`config.mk`:
```
export PLATFORM = sky130hd
export DESIGN_NAME = pc_npc_sequencer
export DESIGN_NICKNAME = d
export VERILOG_FILES = /design/src/rtl/pc_seq_pkg.sv /design/src/rtl/pc_next_sel.sv /design/src/rtl/pc_npc_sequencer.sv
export SDC_FILE = /design/constraint.sdc
export NUM_CORES = 1
export LEC_CHECK = 0
export ABC_AREA = 1
export BUFFER_PORTS_ARGS = -buffer_cell sky130_fd_sc_hd__buf_2
export CORE_AREA = 3 3 131 133
export CTS_CLUSTER_DIAMETER = 80
export DETAILED_ROUTE_END_ITERATION = 6
export DIE_AREA = 0 0 134 136
export SLEW_MARGIN = 20
export SYNTH_ARGS = -nofsm -noshare
export SYNTH_HDL_FRONTEND = slang
export SYNTH_SLANG_ARGS = --single-unit
```
`constraint.sdc`:
```
create_clock -name clk -period 2.05 [get_ports clk]
set_clock_uncertainty 0.15 [all_clocks]
set_input_delay 0.3075 -clock clk [delete_from_list [all_inputs] [get_ports clk]]
set_output_delay 0.3075 -clock clk [all_outputs]
set_load 0.05 [all_outputs]
```
`src/rtl/pc_seq_pkg.sv`:
```
// rtl/pc_seq_pkg.sv - shared types and constants for the PC/nPC sequencer
//
// Purpose : state encoding, nPC source select codes and instruction size
//           used by pc_npc_sequencer and pc_next_sel.
// Ports   : none (package).
package pc_seq_pkg;

  typedef enum logic [1:0] {
    S_BOOT = 2'b00,
    S_RUN  = 2'b01,
    S_HALT = 2'b10
  } state_t;

  typedef enum logic [1:0] {
    SEL_INC = 2'b00,
    SEL_TA  = 2'b01,
    SEL_ALU = 2'b10
  } npc_sel_t;

  localparam int INSTR_BYTES = 4;

endpackage

```
`src/rtl/pc_next_sel.sv`:
```
// rtl/pc_next_sel.sv - combinational nPC source select and annul request
//
// Purpose : decodes the ID-stage CTI flags into an nPC select code and a
//           request to squash the delay-slot instruction.
// Ports   : cti_valid, call_instr, jmpl_instr, branch_out, is_ba, annul (in)
//           npc_sel [1:0] (out)  SEL_INC / SEL_TA / SEL_ALU
//           annul_req     (out)  set the annul flag on the next advance
module pc_next_sel
  import pc_seq_pkg::*;
(
  input  logic       cti_valid,
  input  logic       call_instr,
  input  logic       jmpl_instr,
  input  logic       branch_out,
  input  logic       is_ba,
  input  logic       annul,
  output logic [1:0] npc_sel,
  output logic       annul_req
);

  // Priority: jmpl over call over branch. Only plain branches honour the
  // annul bit; a taken conditional branch keeps its delay slot, while BA
  // with a=1 always squashes it.
  always_comb begin
    npc_sel   = SEL_INC;
    annul_req = 1'b0;
    if (cti_valid) begin
      if (jmpl_instr) begin
        npc_sel = SEL_ALU;
      end else if (call_instr) begin
        npc_sel = SEL_TA;
      end else begin
        if (branch_out | is_ba) begin
          npc_sel = SEL_TA;
        end
        annul_req = annul & (~branch_out | is_ba);
      end
    end
  end

endmodule

```
`src/rtl/pc_npc_sequencer.sv`:
```
// rtl/pc_npc_sequencer.sv - PC/nPC pair with delayed-CTI, annul and stall handling
//
// Purpose : owns PC/nPC for the fetch front end. Every advancing cycle
//           pc <= npc and npc <= nPC+4 / TA / ALU_OUT, so a CTI in ID reaches
//           pc two edges later and its delay slot is always fetched. A
//           pending annul raises if_flush for one advancing cycle.
// Option  : ALIGN_CHECK_EN - a selected TA/ALU_OUT target with nonzero [1:0]
//           sets the sticky misalign_err, freezes pc/npc and halts fetch.
// Ports   : clk, clr (async, active-high), stall,
//           cti_valid, ID_call_instr, ID_jmpl_instr, branch_out, ID_is_ba,
//           ID_annul, TA, ALU_OUT (in);
//           pc, npc, fetch_en, if_flush, misalign_err (out)
module pc_npc_sequencer
  import pc_seq_pkg::*;
#(
  parameter int                ADDR_W    = 32,
  parameter logic [ADDR_W-1:0] RESET_PC  = '0,
  parameter logic [ADDR_W-1:0] RESET_NPC = ADDR_W'(4)
) (
  input  logic              clk,
  input  logic              clr,
  input  logic              stall,
  input  logic              cti_valid,
  input  logic              ID_call_instr,
  input  logic              ID_jmpl_instr,
  input  logic              branch_out,
  input  logic              ID_is_ba,
  input  logic              ID_annul,
  input  logic [ADDR_W-1:0] TA,
  input  logic [ADDR_W-1:0] ALU_OUT,
  output logic [ADDR_W-1:0] pc,
  output logic [ADDR_W-1:0] npc,
  output logic              fetch_en,
  output logic              if_flush,
  output logic              misalign_err
);

  state_t            state_q, state_d;
  logic [ADDR_W-1:0] pc_q, pc_d;
  logic [ADDR_W-1:0] npc_q, npc_d;
  logic              annul_q, annul_d;
  logic [1:0]        npc_sel;
  logic              annul_req;
  logic [ADDR_W-1:0] npc_inc;
  logic [ADDR_W-1:0] npc_next;
  logic              target_bad;
  logic              halt_enter;

  pc_next_sel u_next_sel (
    .cti_valid  (cti_valid),
    .call_instr (ID_call_instr),
    .jmpl_instr (ID_jmpl_instr),
    .branch_out (branch_out),
    .is_ba      (ID_is_ba),
    .annul      (ID_annul),
    .npc_sel    (npc_sel),
    .annul_req  (annul_req)
  );

  // Modulo 2^ADDR_W; wrap past the top of the address space is silent.
  assign npc_inc = npc_q + ADDR_W'(INSTR_BYTES);

  always_comb begin
    npc_next = npc_inc;
    case (npc_sel)
      SEL_TA:  npc_next = TA;
      SEL_ALU: npc_next = ALU_OUT;
      default: npc_next = npc_inc;
    endcase
  end

`ifdef ALIGN_CHECK_EN
  logic misalign_q;

  assign target_bad = (npc_sel != SEL_INC) && (npc_next[1:0] != 2'b00);

  always_ff @(posedge clk or posedge clr) begin
    if (clr) begin
      misalign_q <= 1'b0;
    end else if (halt_enter) begin
      misalign_q <= 1'b1;
    end
  end

  assign misalign_err = misalign_q;
`else
  assign target_bad   = 1'b0;
  assign misalign_err = 1'b0;
`endif

  // Stall freezes everything including the annul flag, so a pending squash
  // lands on the first cycle that actually advances.
  always_comb begin
    state_d    = state_q;
    pc_d       = pc_q;
    npc_d      = npc_q;
    annul_d    = annul_q;
    fetch_en   = 1'b0;
    if_flush   = 1'b0;
    halt_enter = 1'b0;
    case (state_q)
      S_BOOT: begin
        state_d = S_RUN;
      end
      S_RUN: begin
        fetch_en = 1'b1;
        if (!stall) begin
          if (target_bad) begin
            state_d    = S_HALT;
            halt_enter = 1'b1;
          end else begin
            if_flush = annul_q;
            pc_d     = npc_q;
            npc_d    = npc_next;
            annul_d  = annul_req;
          end
        end
      end
      S_HALT: begin
        state_d = S_HALT;
      end
      default: begin
        state_d = S_BOOT;
      end
    endcase
  end

  always_ff @(posedge clk or posedge clr) begin
    if (clr) begin
      state_q <= S_BOOT;
      pc_q    <= RESET_PC;
      npc_q   <= RESET_NPC;
      annul_q <= 1'b0;
    end else begin
      state_q <= state_d;
      pc_q    <= pc_d;
      npc_q   <= npc_d;
      annul_q <= annul_d;
    end
  end

  assign pc  = pc_q;
  assign npc = npc_q;

endmodule

```
==> impl_metrics.json <==
{
  "synth_top_cell_area_share_pct": 41.4,
  "p_leak_nw": 2.80,
  "grt_pass1_wl_um": 20900,
  "synthMostInstantiatedCell": "nand2_1",
  "synth_area_leaders": "dfrtp_1, nand2_1, inv_1",
  "final_nets": 790,
  "seqCellArea_um2": 1680,
  "drt_first_iter_violations": 213,
  "tightest_slew_ns": 0.552,
  "overflow": 0,
  "cts_buffers": 9,
  "cp_cell_sequence": "inv_2 > nand2_2 > nor2_4 > inv_2 > nor2_2 > buf_4",
  "syn_inst": 573,
  "yosys_warnings": 0,
  "required_ns": 1.59,
  "grt_use_total_pct": 14.7,
  "cts_tree": "yes",
  "fin_crit_ns": 1.96,
  "cap_violations": 0,
  "wl_per_cell_um": 14.0,
  "critPathSlowestCell": "dfrtp_1",
  "min_path_type": "input pin to flip-flop",
  "cpLargestDelayFamily": "buffers and inverters",
  "synth_seq_area_share_pct": 42.1,
  "dr.pass1.iters": 5,
  "die_area_um2": 18200,
  "fmax_mhz": 511,
  "relSlewSlack_pct": 63.1,
  "worstSetupStartpointType": "flip-flop",
  "yosysUniqueCellTypes": 32,
  "synth.largest_area_cell": "dfrtp_1",
  "cts_sinks": 67,
  "drcViolationCount": 0,
  "path_common_cell": "inv_2",
  "multi_input_area_um2": 1950,
  "synth-edff-count": 0,
  "critPathCaptureType": "primary output",
  "htree_levels": 3,
  "path_depth": 6,
  "status": "finished, final reports clean",
  "num_vias": 4030,
  "cpPeakStageDelay_ns": 0.37,
  "power_mw": 5.08,
  "grt_max_degree": 52,
  "io_buffers": 138,
  "cts-root-buf": "clkbuf_16",
  "yosys_most_used_dff": "dfrtp_1",
  "fin_util_pct": 33.5,
  "drt_wl_total_um": 13100,
  "num_antenna_cells": 0,
  "start_util_pct": 25.0,
  "post-route-period-util_pct": 95.5,
  "ff2ff_setup_slack_ns": 0.17,
  "drv_slew": 0,
  "syn_avg_cell_area_um2": 6.96,
  "fillers": 1747,
  "hold_end": "npc[11]$_DFFE_PP0P_",
  "cp_num_buf_inv": 3,
  "max-vdd-ir-drop_mv": 0.412,
  "crit_fanout": 14,
  "async_reset_ff_share_pct": 100,
  "clockBufferDepth": 2,
  "hold_viol_final": 0,
  "finalSetupTns_ns": 0,
  "pwr_density_cell_nw_per_um2": 950,
  "die_y_um": 136,
  "worstSetupPathType": "flip-flop to primary output",
  "gp_congestion": 0.830,
  "synth_area_um2": 3990,
  "core_um2": 15900,
  "setup_viol": 0,
  "synthTopCellsByCount": "nand2_1, dfrtp_1, inv_1",
  "hp-start": "TA[11]",
  "r2r-end": "npc[24]$_DFFE_PP0P_",
  "clkLatencyLatePin_ns": 0.34,
  "ys_seq_elements": 67,
  "die_x_um": 134,
  "clk_pin_slew_ns": 0.05,
  "synthesis.nets": 647,
  "antenna_found_initial": 0,
  "worstHoldPathCells": 3,
  "vias_per_cell": 4.31,
  "hpwlAfterDp_um": 10200,
  "r2r_start": "npc[2]$_DFFE_PP1P_",
  "ff2ff_path_depth": 9,
  "drtAntennaViolNets": 0,
  "area_growth_pct": 34.1,
  "drive_gt1_share_pct": 27.1,
  "io_pins": 140,
  "worstPathArrival_ns": 1.50,
  "row_count": 46,
  "rsz0062_at_grt": "false",
  "grt_pass1_vias": 3910
}
[cells by family after synthesis]
logic type	count (synthesis)	share of synthesized area, %
other	1	0.0940
adders and majority gates	1	0.314
AOI/OAI and AO/OA	95	13.3
xor gates and xnor gates	1	0.220
DFF	67	42.1
buffers and inverters	92	9.25
and+or+nand+nor	316	34.7
[layout make-up]
cell class | count | area share, %
flip-flops and latches | 67 | 31.4
repair buffers | 155 | 16.3
clock inverters | 1 | 0.562
clock buffers | 14 | 5.31
multi-input cells | 414 | 36.5
well taps | 216 | 5.05
inverters | 69 | 4.91
[how the worst max path moves through the flow]
stage	from	endpoint	slack, ns
after floorplan	npc[3]$_DFFE_PP0P_	npc[16]$_DFFE_PP0P_	0.09
after global placement	npc[2]$_DFFE_PP1P_	npc[16]$_DFFE_PP0P_	0.23
after detailed placement	npc[2]$_DFFE_PP1P_	npc[24]$_DFFE_PP0P_	0.15
after CTS	state_q[1]$_DFFE_PP0N_	if_flush	0.05
after global routing	state_q[1]$_DFFE_PP0N_	if_flush	0.009
final	state_q[1]$_DFFE_PP0N_	if_flush	0.09
[tightest hold or removal path, cell delays in order]
cell and delay [ns]:
buf_2 0.10, nand2_1 0.06, a31oi_1 0.07
[layout by cell type (no fill, tap or decap), types with 2 or more instances in the layout]
| cell | instances |
|---|---|
| a21boi_1 | 7 |
| a21oi_1 | 39 |
| a22o_1 | 2 |
| a31oi_1 | 3 |
| and2_1 | 3 |
| buf_12 | 4 |
| buf_2 | 137 |
| buf_4 | 13 |
| clkbuf_16 | 9 |
| clkbuf_8 | 4 |
| dfrtp_1 | 66 |
| inv_1 | 65 |
| inv_2 | 3 |
| nand2_1 | 198 |
| nand2_2 | 5 |
| nand2_4 | 2 |
| nand3_1 | 45 |
| nor2_1 | 44 |
| nor2_2 | 4 |
| nor2_4 | 8 |
| nor2_8 | 2 |
| o211ai_1 | 5 |
| o21a_1 | 4 |
| o21ai_0 | 33 |
| or2_1 | 3 |
[state kept, by name, indices dropped and copies added, names as in the netlist]
signal	flops
annul_q	1
npc	32
pc	32
state_q	2
[timing repair]
item,4_1_cts,5_1_grt
buffers inserted,0,2
pin swaps,0,1
hold endpoints to repair,19,0
cloned,0,0
resized for setup,1,2
hold buffers,1,0
endpoints found under the setup margin,1,3
[power breakdown]
group	internal (mW)	leakage [nW]	total, mW	switching (mW)
sequential	1.53	0.802	1.73	0.203
combinational	0.427	1.85	1.71	1.28
clock	1.07	0.155	1.64	0.575
[per-stage QoR]
| stage | setup slack, ns | std cells | instance area (um^2) | hold slack (ns) |
|---|---|---|---|---|
| finish | 0.0929 | 936 | 5350 | 0.0819 |
| floorplan | 0.0902 | 573 | 4000 | 0.253 |
| global route | 0.00899 | 936 | 5350 | 0.0931 |
| detailed placement | 0.151 | 918 | 5000 | 0.237 |
| global placement | 0.234 | 918 | 5000 | 0.236 |
| CTS | 0.0475 | 934 | 5330 | 0.0716 |
[metal layers]
| layer | vias up | global-route usage [%] | part of all wire (%) |
|---|---|---|---|
| li1 | 2087 | - | - |
| met3 | 20 | 3.66 | 6.1 |
| met2 | 105 | 22.7 | 45 |
| met1 | 1818 | 20.0 | 47 |
| met4 | 0 | 5.54 | 2.1 |
| met5 | - | 0 | 0 |
Power figures use the tool's default switching activity.
